File: src/rtl/sha256_pkg.sv
// Shared SHA-256 message-schedule definitions: word/round sizes, FSM states
// and the small-sigma functions used by the expansion datapath.
package sha256_pkg;

  localparam int SHA_WORD_W      = 32;
  localparam int SHA_ROUNDS      = 64;
  localparam int SHA_BLOCK_WORDS = 16;

  typedef enum logic [1:0] {
    IDLE   = 2'd0,
    LOAD   = 2'd1,
    EXPAND = 2'd2,
    FLUSH  = 2'd3
  } sched_state_e;

  // Rotates are written as bit-select concatenations so they are pure wiring.
  function automatic logic [SHA_WORD_W-1:0] sigma0(input logic [SHA_WORD_W-1:0] x);
    return {x[6:0], x[31:7]} ^ {x[17:0], x[31:18]} ^ {3'b000, x[31:3]};
  endfunction

  function automatic logic [SHA_WORD_W-1:0] sigma1(input logic [SHA_WORD_W-1:0] x);
    return {x[16:0], x[31:17]} ^ {x[18:0], x[31:19]} ^ {10'b0, x[31:10]};
  endfunction

endpackage

File: src/rtl/reduce4to2_nbit.sv
// 4:2 carry-save compressor built from two 3:2 levels. o_sum + o_carry equals
// i_a + i_b + i_c + i_d modulo 2^WIDTH; carries out of the top bit are dropped.
module reduce4to2_nbit #(
  parameter int WIDTH = 32
) (
  input  logic [WIDTH-1:0] i_a,
  input  logic [WIDTH-1:0] i_b,
  input  logic [WIDTH-1:0] i_c,
  input  logic [WIDTH-1:0] i_d,
  output logic [WIDTH-1:0] o_sum,
  output logic [WIDTH-1:0] o_carry
);

  logic [WIDTH-1:0] s1;
  logic [WIDTH-1:0] c1;
  logic [WIDTH-2:0] maj1;
  logic [WIDTH-2:0] maj2;

  // Majority of the top bit would shift out of the word, so it is never formed.
  assign s1   = i_a ^ i_b ^ i_c;
  assign maj1 = (i_a[WIDTH-2:0] & i_b[WIDTH-2:0]) |
                (i_a[WIDTH-2:0] & i_c[WIDTH-2:0]) |
                (i_b[WIDTH-2:0] & i_c[WIDTH-2:0]);
  assign c1   = {maj1, 1'b0};

  assign o_sum = s1 ^ c1 ^ i_d;
  assign maj2  = (s1[WIDTH-2:0] & c1[WIDTH-2:0]) |
                 (s1[WIDTH-2:0] & i_d[WIDTH-2:0]) |
                 (c1[WIDTH-2:0] & i_d[WIDTH-2:0]);
  assign o_carry = {maj2, 1'b0};

endmodule

File: src/rtl/sha256_sched_word.sv
// Combinational SHA-256 schedule word: W[t] = s1(W[t-2]) + W[t-7] + s0(W[t-15]) + W[t-16].
// The four addends are compressed to two vectors before one carry-propagate add.
module sha256_sched_word
  import sha256_pkg::*;
#(
  parameter int WIDTH = SHA_WORD_W
) (
  input  logic [WIDTH-1:0] i_w2,
  input  logic [WIDTH-1:0] i_w7,
  input  logic [WIDTH-1:0] i_w15,
  input  logic [WIDTH-1:0] i_w16,
  output logic [WIDTH-1:0] o_w_new
);

  logic [WIDTH-1:0] s1_w2;
  logic [WIDTH-1:0] s0_w15;
  logic [WIDTH-1:0] csa_sum;
  logic [WIDTH-1:0] csa_carry;

  assign s1_w2  = sigma1(i_w2);
  assign s0_w15 = sigma0(i_w15);

  reduce4to2_nbit #(WIDTH) u_csa (
    .i_a    (s1_w2),
    .i_b    (i_w7),
    .i_c    (s0_w15),
    .i_d    (i_w16),
    .o_sum  (csa_sum),
    .o_carry(csa_carry)
  );

  assign o_w_new = csa_sum + csa_carry;

endmodule

File: src/rtl/sha256_msg_schedule.sv
// SHA-256 message scheduler: forwards W[0..15] from the padder, then expands
// W[16..NUM_ROUNDS-1] from a 16-word sliding window, one word per free output slot.
module sha256_msg_schedule
  import sha256_pkg::*;
#(
  parameter int WIDTH      = SHA_WORD_W,  // only 32 is meaningful for the sigma rotates
  parameter int NUM_ROUNDS = SHA_ROUNDS   // must exceed 16 and fit the 6-bit index
) (
  input  logic             i_clk,
  input  logic             i_rst_n,
  input  logic             i_start,
  input  logic [WIDTH-1:0] i_word,
  input  logic             i_word_valid,
  output logic             o_word_ready,
  output logic [WIDTH-1:0] o_w,
  output logic [5:0]       o_t,
  output logic             o_w_valid,
  input  logic             i_w_ready,
  output logic             o_busy,
  output logic             o_done
);

  localparam logic [5:0] T_LAST_LOAD = 6'(SHA_BLOCK_WORDS - 1);
  localparam logic [5:0] T_LAST      = 6'(NUM_ROUNDS - 1);

  sched_state_e     state_q, state_d;
  logic [5:0]       t_q, t_d;
  logic [WIDTH-1:0] win_q [SHA_BLOCK_WORDS];
  logic [WIDTH-1:0] win_d [SHA_BLOCK_WORDS];
  logic [WIDTH-1:0] w_q, w_d;
  logic [5:0]       ot_q, ot_d;
  logic             wv_q, wv_d;
  logic             done_q, done_d;

  logic             slot_free;
  logic             accept;
  logic             issue;
  logic [WIDTH-1:0] issue_word;
  logic [WIDTH-1:0] w_new;

  // The output register can take a new word when empty or being drained this cycle.
  assign slot_free  = !wv_q || i_w_ready;
  assign accept     = (state_q == LOAD) && slot_free && i_word_valid;
  assign issue      = accept || ((state_q == EXPAND) && slot_free);
  assign issue_word = (state_q == LOAD) ? i_word : w_new;

  sha256_sched_word #(.WIDTH(WIDTH)) u_word (
    .i_w2   (win_q[14]),
    .i_w7   (win_q[9]),
    .i_w15  (win_q[1]),
    .i_w16  (win_q[0]),
    .o_w_new(w_new)
  );

  always_ff @(posedge i_clk or negedge i_rst_n) begin
    if (!i_rst_n) begin
      state_q <= IDLE;
    end else begin
      state_q <= state_d;
    end
  end

  always_comb begin
    state_d = state_q;
    unique case (state_q)
      IDLE:    if (i_start) state_d = LOAD;
      LOAD:    if (accept && (t_q == T_LAST_LOAD)) state_d = EXPAND;
      EXPAND:  if (slot_free && (t_q == T_LAST)) state_d = FLUSH;
      FLUSH:   if (i_w_ready) state_d = IDLE;
      default: state_d = IDLE;
    endcase
  end

  always_comb begin
    t_d    = t_q;
    w_d    = w_q;
    ot_d   = ot_q;
    wv_d   = wv_q;
    win_d  = win_q;
    done_d = (state_q == FLUSH) && i_w_ready;

    if ((state_q == IDLE) && i_start) begin
      t_d = '0;
    end

    if (issue) begin
      w_d  = issue_word;
      ot_d = t_q;
      wv_d = 1'b1;
      t_d  = t_q + 6'd1;
      for (int k = 0; k < SHA_BLOCK_WORDS - 1; k++) begin
        win_d[k] = win_q[k+1];
      end
      win_d[SHA_BLOCK_WORDS-1] = issue_word;
    end else if (slot_free) begin
      // Slot drained (or already empty) with nothing new to place in it.
      wv_d = 1'b0;
    end
  end

  always_ff @(posedge i_clk or negedge i_rst_n) begin
    if (!i_rst_n) begin
      t_q    <= '0;
      w_q    <= '0;
      ot_q   <= '0;
      wv_q   <= 1'b0;
      done_q <= 1'b0;
      for (int k = 0; k < SHA_BLOCK_WORDS; k++) begin
        win_q[k] <= '0;
      end
    end else begin
      t_q    <= t_d;
      w_q    <= w_d;
      ot_q   <= ot_d;
      wv_q   <= wv_d;
      done_q <= done_d;
      win_q  <= win_d;
    end
  end

  always_comb begin
    o_word_ready = (state_q == LOAD) && slot_free;
    o_busy       = (state_q != IDLE);
    o_w          = w_q;
    o_t          = ot_q;
    o_w_valid    = wv_q;
    o_done       = done_q;
  end

endmodule
File: config.mk
export PLATFORM = sky130hd
export DESIGN_NAME = sha256_msg_schedule
export DESIGN_NICKNAME = d
export VERILOG_FILES = /design/src/rtl/sha256_pkg.sv /design/src/rtl/reduce4to2_nbit.sv /design/src/rtl/sha256_sched_word.sv /design/src/rtl/sha256_msg_schedule.sv
export SDC_FILE = /design/constraint.sdc
export NUM_CORES = 1
export LEC_CHECK = 0
export CORE_MARGIN = 2
export CORE_UTILIZATION = 35
export DETAILED_ROUTE_END_ITERATION = 6
export PLACE_DENSITY = 0.59
export SKIP_LAST_GASP = 1
export SYNTH_ARGS = -nofsm -noshare
export SYNTH_HDL_FRONTEND = slang
export SYNTH_SLANG_ARGS = --single-unit
File: constraint.sdc
create_clock -name i_clk -period 5.55 [get_ports i_clk]
set_clock_uncertainty 0.1 [all_clocks]
set_input_delay 0.555 -clock i_clk [delete_from_list [all_inputs] [get_ports i_clk]]
set_output_delay 0.555 -clock i_clk [all_outputs]
set_load 0.02 [all_outputs]
Word level (Yosys, flattened, before mapping)
Index checks and enable logic that the tools add are counted.
{ "totals": {"ff_bits": 528, "out_inout_bits": 42, "input_bits": 37, "elab_cells": 75} }
{ "op_classes": {"reduce_logical": 15, "mux": 10, "add_sub_neg": 2, "eq_ne": 9, "n_bitwise": 18} }
{ "ops": {"columns": ["operator", "count"], "rows": [
  ["32-bit XOR", 6],
  ["31-bit AND", 6],
  ["31-bit OR", 4],
  ["32-bit adder", 1],
  ["32-bit two-way mux", 1],
  ["32-bit by 22-bit XOR with 32-bit output", 1],
  ["32-bit by 29-bit XOR with 32-bit output", 1],
  ["6-bit two-way mux", 2],
  ["2-bit two-way mux", 4],
  ["2-bit case mux with 4 select lines", 1],
  ["1-bit logical AND", 7],
  ["6-bit by 1-bit adder with 6-bit output, second input constant", 1],
  ["6-bit by 4-bit equality test with 1-bit output, second input constant", 1],
  ["6-bit equality test, second input constant", 1],
  ["2-bit nonzero test", 3],
  ["2-bit equality test, second input constant", 2],
  ["2-bit by 1-bit inequality test with 1-bit output, second input constant", 2],
  ["2-bit inequality test, second input constant", 2],
  ["4-bit AND reduction", 1],
  ["2-bit by 1-bit equality test with 1-bit output, second input constant", 1],
  ["2-bit zero test", 1],
  ["1-bit logical OR", 2],
  ["1-bit two-way mux", 2],
  ["1-bit zero test", 1]
]} }

Logic depth before layout (Yosys ltp)
{ "depth": {"word_depth": 10, "mapped_depth": 16, "depth_no_buf": 14} }

Cells and area by module
From an unflattened synthesis, not the netlist that was laid out.
{ "hier_totals": {"hier_cells": 2702, "hier_area_um2": 24549.8} }
{ "by_module_without_submodules": {"columns": ["mod", "seq_area_each_um2", "cells_per_inst", "area_per_inst_um2", "instances"], "rows": [
  ["sha256_msg_schedule", 13212.7, 2284, 20532.2, 1],
  ["sha256_sched_word", 0.0, 351, 2732.6, 1],
  ["reduce4to2_nbit", 0.0, 67, 1285.0, 1]
]} }

Worst setup path before layout
Ideal clock, no wire load.
{ "synth_timing": {"kind": "register to register", "start": "register win_q[456] in the netlist's numbering", "end": "register w_q[23], in the netlist o_w[23]", "arrival_time_ns": 3.675, "path_stages_with_launch": 16, "t_required_ns": 5.324, "synth_period_minus_slack_ns": 3.901, "n_path_buf": 1, "setup_time_ns": 0.126, "slack_ns": 1.649, "cell_sequence": "dfrtp_1 clkbuf_1 xnor2_1 xnor2_1 fa_1 fa_1 ha_1 inv_1 fa_1 nor2b_1 o2111ai_1 a21oi_1 o311a_4 nor2_2 xnor2_1 a221o_1"} }
{ "synth_between": {"elab_chain_cells": 10, "elab_cells_between_ends": 16, "cone_classes": "add/sub (1); mux (1); bitwise (14)"} }
{ "synth_lines": {"columns": ["element", "line_no", "source"], "rows": [
  ["start: declaration", "sha256_msg_schedule.sv:28", "logic [WIDTH-1:0] win_q [SHA_BLOCK_WORDS];"],
  ["start signal: assignment", "sha256_msg_schedule.sv:117", "win_q <= win_d;"],
  ["32-bit XOR", "sha256_pkg.sv:18", "return {x[6:0], x[31:7]} ^ {x[17:0], x[31:18]} ^ {3'b000, x[31:3]};"],
  ["32-bit by 29-bit XOR with 32-bit output (*)", "sha256_pkg.sv:18", null],
  ["31-bit AND", "reduce4to2_nbit.sv:22", "(i_a[WIDTH-2:0] & i_c[WIDTH-2:0]) |"],
  ["31-bit OR", "reduce4to2_nbit.sv:21", "assign maj1 = (i_a[WIDTH-2:0] & i_b[WIDTH-2:0]) |"],
  ["31-bit OR", "reduce4to2_nbit.sv:22", null],
  ["31-bit AND", "reduce4to2_nbit.sv:27", "assign maj2 = (s1[WIDTH-2:0] & c1[WIDTH-2:0]) |"],
  ["31-bit OR", "reduce4to2_nbit.sv:27", null],
  ["31-bit OR", "reduce4to2_nbit.sv:28", "(s1[WIDTH-2:0] & i_d[WIDTH-2:0]) |"],
  ["32-bit adder (*)", "sha256_sched_word.sv:32", "assign o_w_new = csa_sum + csa_carry;"],
  ["32-bit two-way mux (*)", "sha256_msg_schedule.sv:45", "assign issue_word = (state_q == LOAD) ? i_word : w_new;"],
  ["end signal: assignment", "sha256_msg_schedule.sv:113", "w_q <= w_d;"],
  ["end: declaration", "sha256_msg_schedule.sv:30", "logic [WIDTH-1:0] w_q, w_d;"]
]} }
Mark *: on every way between the ends. The rest lies on a longest branch, timed or not.
A chain may end at the register's enable or synchronous reset.

Worst setup path after layout
{ "layout_timing": {"start": "register win_q[471] in the netlist's numbering", "end": "register w_q[25], in the netlist o_w[25]"} }
Same word-level chain as after synthesis.

==> flow_metrics.env <==
export IMPL_postSynthCellCount=2823
export IMPL_design_die_area_sq_um=72900
export IMPL_r2r_end="o_w[25]"
export IMPL_critical_path_startpoint_type="register"
export IMPL_hold_viol=0
export IMPL_grt_max_degree=190
export IMPL_worst_slew_margin_rel_pct=35.6
export IMPL_timing_hold_worst_class="reg2reg"
export IMPL_post_dp_hpwl_microns=42500
export IMPL_final_setup_tns_ns=0
export IMPL_share_of_the_yosys_chip_area_belonging_to_registers_pct=53.3
export IMPL_ys_warnings=0
export IMPL_drive_gt1_share_pct=4.11
export IMPL_finalWeightedCongestion=0.918
export IMPL_setup_viol_count_final=0
export IMPL_cts_post_setup_buffers_inserted=0
export IMPL_floorplan_initialDensity_pct=35.4
export IMPL_synthesis_nets=2959
export IMPL_cts_buffer_depth=3
export IMPL_drt_first_iter_violations=1572
export IMPL_reg2reg_setup_slack_ns=0.68
export IMPL_worstPathRequired_ns=5.93
export IMPL_post_cts_resized=0
export IMPL_wire_length_of_the_first_global_routing_pass_microns=99100
export IMPL_status="finished clean"
export IMPL_whs_ns=0.359
export IMPL_dieWidth_microns=270
export IMPL_syn_area_per_cell_sq_um=8.77
export IMPL_grt_pass1_vias=17200
export IMPL_final_nets=2894
export IMPL_p_r_area_growth_vs_syn_pct=11.9
export IMPL_routed_wirelength_microns=62300
export IMPL_critPathArrivalTime_ns=5.25
export IMPL_worstRegToRegCells=13
export IMPL_maxCapViolCount=0
export IMPL_floorplan_die_height_microns=270
export IMPL_end_kind="register"
export IMPL_antenna_diode_count=0
export IMPL_post_synthesis_cell_type_count=58
export IMPL_cts_tree="done"
export IMPL_worst_pin_slew_ns=0.966
export IMPL_cts_buffers_inserted=56
export IMPL_via_per_inst=4.71
export IMPL_grt_overflow_total=0
export IMPL_netlist_area_sq_um=24800
export IMPL_cts_hold_buffers_added=1
export IMPL_max_freq_mhz=205
export IMPL_fp_coreArea_sq_um=70000
export IMPL_clock_sinks=528
export IMPL_worstReg2RegStart="win_q[471]"
export IMPL_dr_pass1_iters=5
export IMPL_cts_reportedPaths_clkPinSlew_ns=0.07
export IMPL_postSynth_asyncResetShare_pct=100
export IMPL_synthFlopType="dfrtp_1"
export IMPL_timing_critical_path_to="o_w[25]"
export IMPL_antenna_found_initial=1
export IMPL_grt_total_usage_pct=17.2
export IMPL_number_of_buffer_cells_added_on_primary_ports=78
export IMPL_cp_startpoint="win_q[471]"
export IMPL_drt_antenna_violating_nets=0
export IMPL_clockRootBuffer="clkbuf_16"
export IMPL_synth_edff_count=0
export IMPL_critPathKind="reg2reg"
export IMPL_io_pins=79
export IMPL_detail_route_drc_violations=0
export IMPL_htree_levels=2
export IMPL_row_count=97
export IMPL_min_period_ns=4.87
export IMPL_maxSlewViolCount=0
export IMPL_unrepaired_setup_endpoints_after_global_routing="no"
export IMPL_path_max_fanout=5
export IMPL_worst_skew_pair_late_latency_ns=0.63
export IMPL_vias=17600
export IMPL_layout_worst_path_cycle_share_pct=87.7
export IMPL_yosys_register_bits=528
export IMPL_wl_per_cell_microns=16.7
[stage by stage]
step / instances / cell area [sq um] / utilization, % / worst slack (ns)
finish: 3739 / 27700 / 39.6 / 0.683
global placement: 3639 / 25900 / 37.0 / 0.724
detailed placement: 3639 / 25900 / 37.0 / 0.792
global route: 3739 / 27700 / 39.6 / 0.493
CTS: 3739 / 27700 / 39.6 / 0.747
floorplan: 2823 / 24800 / - / 1.65
[cells by family (layout without fill, tap and decap cells)]
family	after synthesis	count (layout)	synth area share, %
compound gates	234	234	5.53
xor+xnor	145	145	5.13
fa+ha+maj	99	99	6.88
buf+inv	311	287	5.48
flops	528	528	53.3
mux	4	4	0.167
simple gates	1502	1502	23.5
[layout make-up]
type	count	area, sq um
Fill cell	7080	42300
Sequential cell	528	13200
Multi-Input combinational cell	1984	10200
Clock buffer	85	1640
Tap cell	940	1180
Timing Repair Buffer	96	998
Inverter	92	345
Clock inverter	14	129
[cells in the mapped netlist (5+ instances only)]
cell type  instances  area [sq um]
o211ai_1           5          37.5
buf_4             33           248
nand2_1         1396          5240
o21ai_0          103           515
o22ai_1            9          56.3
nand2b_1           7          43.8
o21a_1            10          75.1
xor2_1            51           447
nor3_1             6          30.0
ha_1              37           463
nand4_1            8          50.1
buf_6              7          78.8
dfrtp_1          528         13200
clkbuf_1         173           649
a21o_1            10          75.1
fa_1              62          1240
a21oi_1           66           330
nor2_1            31           116
xnor2_1           94           823
inv_1             92           345
nand3_1           17          85.1
and3_1            15          93.8
[flip-flops by register name, summed over array words and instances (netlist names)]
signal     flops
o_done         1
o_t            6
t_q            6
o_w_valid      1
o_w           32
win_q        480
state_q        2
[worst max-delay path, cell delays in order (launching register included)]
cell and delay (ns):
dfrtp_1 0.49, xor2_1 0.23, xnor2_1 0.34, fa_1 0.53, fa_1 0.55, inv_1 0.04
ha_1 0.33, a21o_1 0.20, a21oi_1 0.36, a21oi_1 0.21, nor4_1 0.66, o21ai_0 0.24
xnor2_1 0.33, o21ai_0 0.13
[routing by layer]
layer	up-vias	wire length [microns]	GRT usage (%)
met1	8585	29000	24.4
met5	-	0	0
met3	107	3740	3.75
met4	0	2070	6.01
li1	8526	-	-
met2	386	27500	25.9
[how the worst min path moves through the flow]
stage / startpoint / to / cells past startpoint
4_1_cts: win_q[328] / win_q[360] / 2
3_3_place_gp: win_q[266] / win_q[298] / 2
5_1_grt: win_q[386] / win_q[418] / 2
6_report: win_q[336] / win_q[368] / 2
3_5_place_dp: win_q[74] / win_q[106] / 2
2_1_floorplan: i_rst_n / o_done / 0
[cells in the final DEF (no fill, tap or decap), types with 4 or more instances in the layout]
cell type,n
a31oi_1,4
o21a_1,10
o211ai_1,5
and3_1,15
buf_12,6
nand4_1,8
o21ai_0,103
clkinv_2,10
clkdlybuf4s50_1,77
and2_1,4
buf_4,11
dfrtp_1,528
nand2_1,1396
a21o_1,9
o22ai_1,9
nor2b_1,4
nand2b_1,7
xnor2_1,94
a211oi_1,4
ha_1,36
nand3_1,17
nor2_1,31
xor2_1,51
nor3_1,6
a21oi_1,65
clkbuf_1,17
clkbuf_16,57
clkbuf_8,11
inv_1,92
fa_1,62
Power is not shown: default switching activity piles up to over one toggle a cycle in this logic, so the estimate is an artifact.
